$ cat src/rtl/oam_line_scanner.sv
// Per-line sprite selection: walks the object attribute RAM at each line start and keeps the first
// MAX_SPRITES objects covering the line. Optional X-ordered insertion under macro OAM_SCAN_SORT_EN.
module oam_line_scanner #(
  parameter int unsigned NUM_OBJ     = 40,
  parameter int unsigned MAX_SPRITES = 10,
  parameter int unsigned STEP_CYCLES = 2
) (
  input  logic        clk,
  input  logic        reset,
  input  logic        start,
  input  logic [7:0]  ly,
  input  logic        obj_tall,
  output logic [6:0]  oam_adb,
  output logic        oam_ceb,
  output logic        oam_oce,
  input  logic [15:0] oam_dout,
  output logic        busy,
  output logic        done,
  output logic [3:0]  count,
  input  logic [3:0]  rd_slot,
  output logic [5:0]  rd_idx,
  output logic [7:0]  rd_x
);

  localparam int unsigned OBJ_W = 6;
  localparam int unsigned CNT_W = 4;
  localparam int unsigned PH_W  = (STEP_CYCLES > 1) ? $clog2(STEP_CYCLES) : 1;
  localparam int          NSLOT = int'(MAX_SPRITES);

  typedef enum logic [1:0] {S_IDLE, S_SCAN, S_DRAIN} state_t;

  typedef struct packed {
    logic [OBJ_W-1:0] idx;
    logic [7:0]       x;
  } entry_t;

  state_t           state_q, state_d;
  logic [OBJ_W-1:0] obj_q, obj_d;
  logic [PH_W-1:0]  phase_q, phase_d;
  logic [7:0]       ly_q, ly_d;
  logic             tall_q, tall_d;
  logic             valid_q, valid_d;
  logic [OBJ_W-1:0] rd_obj_q, rd_obj_d;
  logic             busy_q, busy_d;
  logic             done_q, done_d;
  logic [CNT_W-1:0] count_q, count_d;
  entry_t           entry_q [MAX_SPRITES];
  entry_t           entry_d [MAX_SPRITES];

  logic             issue_c, start_acc_c, scan_end_c, hit_c;
  logic [8:0]       dist_c, lim_c;
  entry_t           new_c;
`ifdef OAM_SCAN_SORT_EN
  logic [CNT_W-1:0] ins_c;
`endif

  // State register
  always_ff @(posedge clk or posedge reset) begin
    if (reset) state_q <= S_IDLE;
    else       state_q <= state_d;
  end

  // Next state: the edge that issues the last object moves to DRAIN
  always_comb begin
    state_d = state_q;
    case (state_q)
      S_IDLE:  if (start) state_d = S_SCAN;
      S_SCAN:  if (phase_q == '0 && obj_q == OBJ_W'(NUM_OBJ - 1)) state_d = S_DRAIN;
      S_DRAIN: state_d = S_IDLE;
      default: state_d = S_IDLE;
    endcase
  end

  // State decode
  always_comb begin
    issue_c     = (state_q == S_SCAN) && (phase_q == '0);
    start_acc_c = (state_q == S_IDLE) && start;
    scan_end_c  = (state_q == S_DRAIN);
  end

  assign oam_ceb = issue_c;
  assign oam_adb = {obj_q, 1'b0};
  assign oam_oce = 1'b1;

  // Row coverage: distance from the sprite top (Y is biased by 16) wraps on underflow
  assign dist_c = {1'b0, ly_q} + 9'd16 - {1'b0, oam_dout[7:0]};
  assign lim_c  = tall_q ? 9'd16 : 9'd8;
  assign hit_c  = valid_q && (dist_c < lim_c);
  assign new_c  = {rd_obj_q, oam_dout[15:8]};

  always_comb begin
    obj_d    = obj_q;
    phase_d  = phase_q;
    ly_d     = ly_q;
    tall_d   = tall_q;
    busy_d   = busy_q;
    done_d   = 1'b0;
    count_d  = count_q;
    valid_d  = issue_c;
    rd_obj_d = issue_c ? obj_q : rd_obj_q;
    entry_d  = entry_q;
`ifdef OAM_SCAN_SORT_EN
    ins_c    = '0;
`endif
    if (start_acc_c) begin
      busy_d  = 1'b1;
      count_d = '0;
      obj_d   = '0;
      phase_d = '0;
      ly_d    = ly;
      tall_d  = obj_tall;
    end
    if (state_q == S_SCAN) begin
      if (phase_q == PH_W'(STEP_CYCLES - 1)) begin
        phase_d = '0;
        obj_d   = obj_q + OBJ_W'(1);
      end else begin
        phase_d = phase_q + PH_W'(1);
      end
    end
    if (scan_end_c) begin
      busy_d = 1'b0;
      done_d = 1'b1;
    end
    if (hit_c && (count_q < CNT_W'(MAX_SPRITES))) begin
`ifdef OAM_SCAN_SORT_EN
      // Slot after the last entry with X <= new X keeps ties in OAM order
      for (int j = 0; j < NSLOT; j++)
        if (CNT_W'(j) < count_q && entry_q[j].x <= new_c.x) ins_c = ins_c + CNT_W'(1);
      for (int j = 1; j < NSLOT; j++)
        if (CNT_W'(j) > ins_c && CNT_W'(j) <= count_q) entry_d[j] = entry_q[j-1];
      for (int j = 0; j < NSLOT; j++)
        if (CNT_W'(j) == ins_c) entry_d[j] = new_c;
`else
      for (int j = 0; j < NSLOT; j++)
        if (CNT_W'(j) == count_q) entry_d[j] = new_c;
`endif
      count_d = count_q + CNT_W'(1);
    end
  end

  always_ff @(posedge clk or posedge reset) begin
    if (reset) begin
      obj_q    <= '0;
      phase_q  <= '0;
      ly_q     <= '0;
      tall_q   <= 1'b0;
      valid_q  <= 1'b0;
      rd_obj_q <= '0;
      busy_q   <= 1'b0;
      done_q   <= 1'b0;
      count_q  <= '0;
      for (int j = 0; j < NSLOT; j++) entry_q[j] <= '0;
    end else begin
      obj_q    <= obj_d;
      phase_q  <= phase_d;
      ly_q     <= ly_d;
      tall_q   <= tall_d;
      valid_q  <= valid_d;
      rd_obj_q <= rd_obj_d;
      busy_q   <= busy_d;
      done_q   <= done_d;
      count_q  <= count_d;
      for (int j = 0; j < NSLOT; j++) entry_q[j] <= entry_d[j];
    end
  end

  assign busy  = busy_q;
  assign done  = done_q;
  assign count = count_q;

  // Slot query; slots at or beyond count read as zero
  always_comb begin
    rd_idx = '0;
    rd_x   = '0;
    for (int j = 0; j < NSLOT; j++) begin
      if (CNT_W'(j) == rd_slot && rd_slot < count_q) begin
        rd_idx = entry_q[j].idx;
        rd_x   = entry_q[j].x;
      end
    end
  end

endmodule

$ cat config.mk
export PLATFORM = sky130hd
export DESIGN_NAME = oam_line_scanner
export DESIGN_NICKNAME = d
export VERILOG_FILES = /design/src/rtl/oam_line_scanner.sv
export SDC_FILE = /design/constraint.sdc
export NUM_CORES = 1
export LEC_CHECK = 0
export CORE_MARGIN = 2
export CORE_UTILIZATION = 45
export CTS_CLUSTER_DIAMETER = 50
export CTS_CLUSTER_SIZE = 20
export DETAILED_ROUTE_END_ITERATION = 10
export DONT_BUFFER_PORTS = 1
export GPL_TIMING_DRIVEN = 0
export PLACE_DENSITY = 0.59
export SLEW_MARGIN = 5
export SYNTH_ARGS = -nofsm -noshare
export SYNTH_HDL_FRONTEND = slang
export SYNTH_SLANG_ARGS = --single-unit
$ cat constraint.sdc
create_clock -name clk -period 11.1 [get_ports clk]
set_input_delay 0 -clock clk [delete_from_list [all_inputs] [get_ports clk]]
set_output_delay 0 -clock clk [all_outputs]
set_load 0.01 [all_outputs]
==> results.cfg <==
[clock_network]
postCtsSetupRepairBufs = 0
cts_buffer_depth = 2
post_cts_resize_count = 0
cts_buffers = 17
ctsHtreeMaxLevel = 4
clkSlewWorstSetupHoldPaths_ps = 70
cts_hold_buffers = 11
clock_latency_ps = 430
cts_tree = done
clock_tree_root = sky130_fd_sc_hd__clkbuf_16
cts_num_sinks = 171

[routing]
drt_wirelength_microns = 21200
wl_per_cell_microns = 21.3
num_vias = 5789
wl_met2_microns = 10100
routedLengthMet1_microns = 9700
viasPerCell = 5.83
antenna_violating_nets_post_route = 0
wl_met3_microns = 1180
drt_iter0_markers = 461
drtPass1Iterations = 5
drt_drc_violations_left = 0
maxUsedRoutingLayer = met4

[layout]
finish.net_count = 802
nFillCells = 1611
final-seq-area_sq_mm = 0.00428
finalInstanceArea_sq_mm = 0.00941
layout_common_cells = 171 x sky130_fd_sc_hd__dfrtp_1, 139 x sky130_fd_sc_hd__mux2_2, 53 x sky130_fd_sc_hd__nand2_1
drive_above_1_share_pct = 27.4
finish.cell_count_without_fillers = 993
leading_cell_type_in_the_layout_fill_and_taps_excluded = sky130_fd_sc_hd__dfrtp_1
multi_input_area_sq_mm = 0.00380
area.growth.synth_to_final_pct = 11.8
diodes_inserted = 0
postLayoutCoreUtil_pct = 50.8

[global_route]
grt_resource_usage_total_pct = 22.5
grt-ovfl-total = 0
global_route_wire_length_before_repair_microns = 33900
grt_pass1_vias = 6013
grt_max_degree = 103
initial_antenna_violation_count = 0

[min_path]
whs_path_depth = 4
hp-class = input port to flip-flop

[sta]
hold_ws_ps = 66.1
min_period_over_period_pct = 33.5
finalHoldViolCount = 0
rsz0062_at_grt = false
setup_viol = 0
clock-skew-final_ps = 12.8
least_setup_slack_across_all_paths_after_layout_ps = 7380
report.final.slew_viol_count = 0
setup-tns-final_ps = 0
max_freq_mhz = 269
period_needed_ps = 3720
slew_headroom_pct = 31.0
max_slew.worst_pin.slew_ps = 1030

[pwr]
totalPowerFinal_mw = 1.72
largest_voltage_drop_on_the_vdd_net_mv = 0.116
powerDensity_mw_per_mm2 = 182
power_leakage_nw = 4.58

[placed_design]
placed_cells = 952
portBuffers = 0
post-dp-hpwl_microns = 14300
pre_cts_ws_ps = 7410
placement.cell_area_sq_mm = 0.00875
gp_routability_congestion = 0.829

[setup_path]
crit_path_cells = ha_1, ha_1, a31oi_1, nor2b_1, nor2_1, xnor2_1, ha_1, a22oi_1, and4b_1, and4b_1, buf_4, and4_1, buf_2, buf_4, mux2_2
max_stage_delay_ps = 390
crit_path_frequent_cell = sky130_fd_sc_hd__ha_1
critPathKind = flip-flop to flip-flop
critical_path_buf_inv_count = 3
path_depth = 15
start_kind = flip-flop
crit_path_max_fanout = 10
critPathCaptureType = flip-flop
worstPathRequired_ps = 11400
worstPathArrival_ps = 4030
crit_family = adder cells
r2r_cells = 15
worst_path_max_delay_cell = sky130_fd_sc_hd__dfrtp_1

[logic_synthesis]
ys_types = 53
yosys_register_bits = 171
mappedNetlistNets = 771
synth.yosys.warnings = 0
syn_area_sq_mm = 0.00842
synth-main-ff-cell = sky130_fd_sc_hd__dfrtp_1
synth_seq_area_share_pct = 50.8
synth_enable_flop_cells = 0
postSynthCellCount = 717
syn_area_per_cell_sq_um = 11.7
synth-async-reset-ratio_pct = 100

[die]
fp.dieW_microns = 141
design.core.area_sq_mm = 0.0185
die_h_microns = 141
initial_utilization_pct = 45.5
io-pin-count = 61
rows = 50
die_outline_area_sq_mm = 0.0198

[outcome]
status = finished clean

[run]
maxCapViolations = 0
## cells in the mapped netlist, drive strengths merged, types with 2 or more instances
cell type,count,area share (%)
dfrtp,171,51
mux2,149,20
nand2,53,2.4
a21oi,45,2.7
o21ai,37,2.2
nor2,34,1.5
clkbuf,28,1.2
buf,24,1.8
ha,22,3.3
mux2i,21,2.5
inv,20,0.89
o22ai,14,1.0
a22oi,10,0.89
a21o,9,0.80
nand3,9,0.98
nand4,9,1.2
nor3,6,0.36
a31oi,4,0.30
nand2b,4,0.30
o21a,4,0.36
a211oi,3,0.27
a22o,3,0.31
clkinv,3,0.13
nor2b,3,0.22
o221ai,3,0.31
xnor2,3,0.31
and2,2,0.15
and3,2,0.15
and4b,2,0.24
conb,2,0.089
nor4,2,0.15
o311ai,2,0.21
o31ai,2,0.18
or3,2,0.15
## state kept, by name, indices dropped and copies added (netlist names)
name and cells:
busy 1, count 4, done 1, entry_q 140, ly_q 8, obj_q 6, phase_q 1, rd_obj_q 6
state_q 2, tall_q 1, valid_q 1
## worst paths after layout
path	startpoint	endpoint	slack, ps
worst max-delay path	ly_q[2]	entry_q[122]	7380
worst min-delay path	start	tall_q	70
worst max register to register	ly_q[2]	entry_q[122]	7380
worst min register to register	ly_q[0]	ly_q[0]	470
max in group asynchronous	reset	entry_q[19]	10060
min in group asynchronous	reset	ly_q[7]	140
## area by class of cell
class                           count  share of cell area (%)
Clock inverter                      7                   0.426
Inverter                           23                   0.997
Timing Repair Buffer               12                    1.46
Buffer                             52                    2.75
Multi-Input combinational cell    471                    40.4
Sequential cell                   171                    45.5
Clock buffer                       23                    5.40
Tap cell                          234                    3.11
## tightest hold or removal path, stage by stage
cell and delay [ps]:
sky130_fd_sc_hd__and2_1 110, sky130_fd_sc_hd__clkbuf_1 180, sky130_fd_sc_hd__nand2_1 100, sky130_fd_sc_hd__o21ai_0 60
## kinds of logic (layout without fill, tap and decap cells)
| kind of cell | Yosys count | in the layout | share of synthesized area, % |
|---|---|---|---|
| compound gates | 142 | 142 | 10.2 |
| fa+ha+maj | 22 | 22 | 3.27 |
| buf+inv | 75 | 117 | 4.10 |
| simple gates | 131 | 131 | 8.06 |
| xor+xnor | 3 | 3 | 0.312 |
| mux | 171 | 171 | 23.1 |
| other cells | 2 | 2 | 0.0892 |
| flops | 171 | 171 | 50.8 |
## power breakdown
group	total [mW]	switching (mW)	leakage [nW]	internal, mW
clock network	0.549	0.232	0.272	0.317
logic	0.392	0.226	1.97	0.167
registers	0.775	0.0660	2.34	0.709
## layer usage
layer,vias to the layer above,global-route usage (%)
met3,22,5.37
met4,0,5.63
met5,-,0
met1,2981,31.5
met2,150,35.8
li1,2636,-
Note: power is estimated with default switching activity, not from simulation.
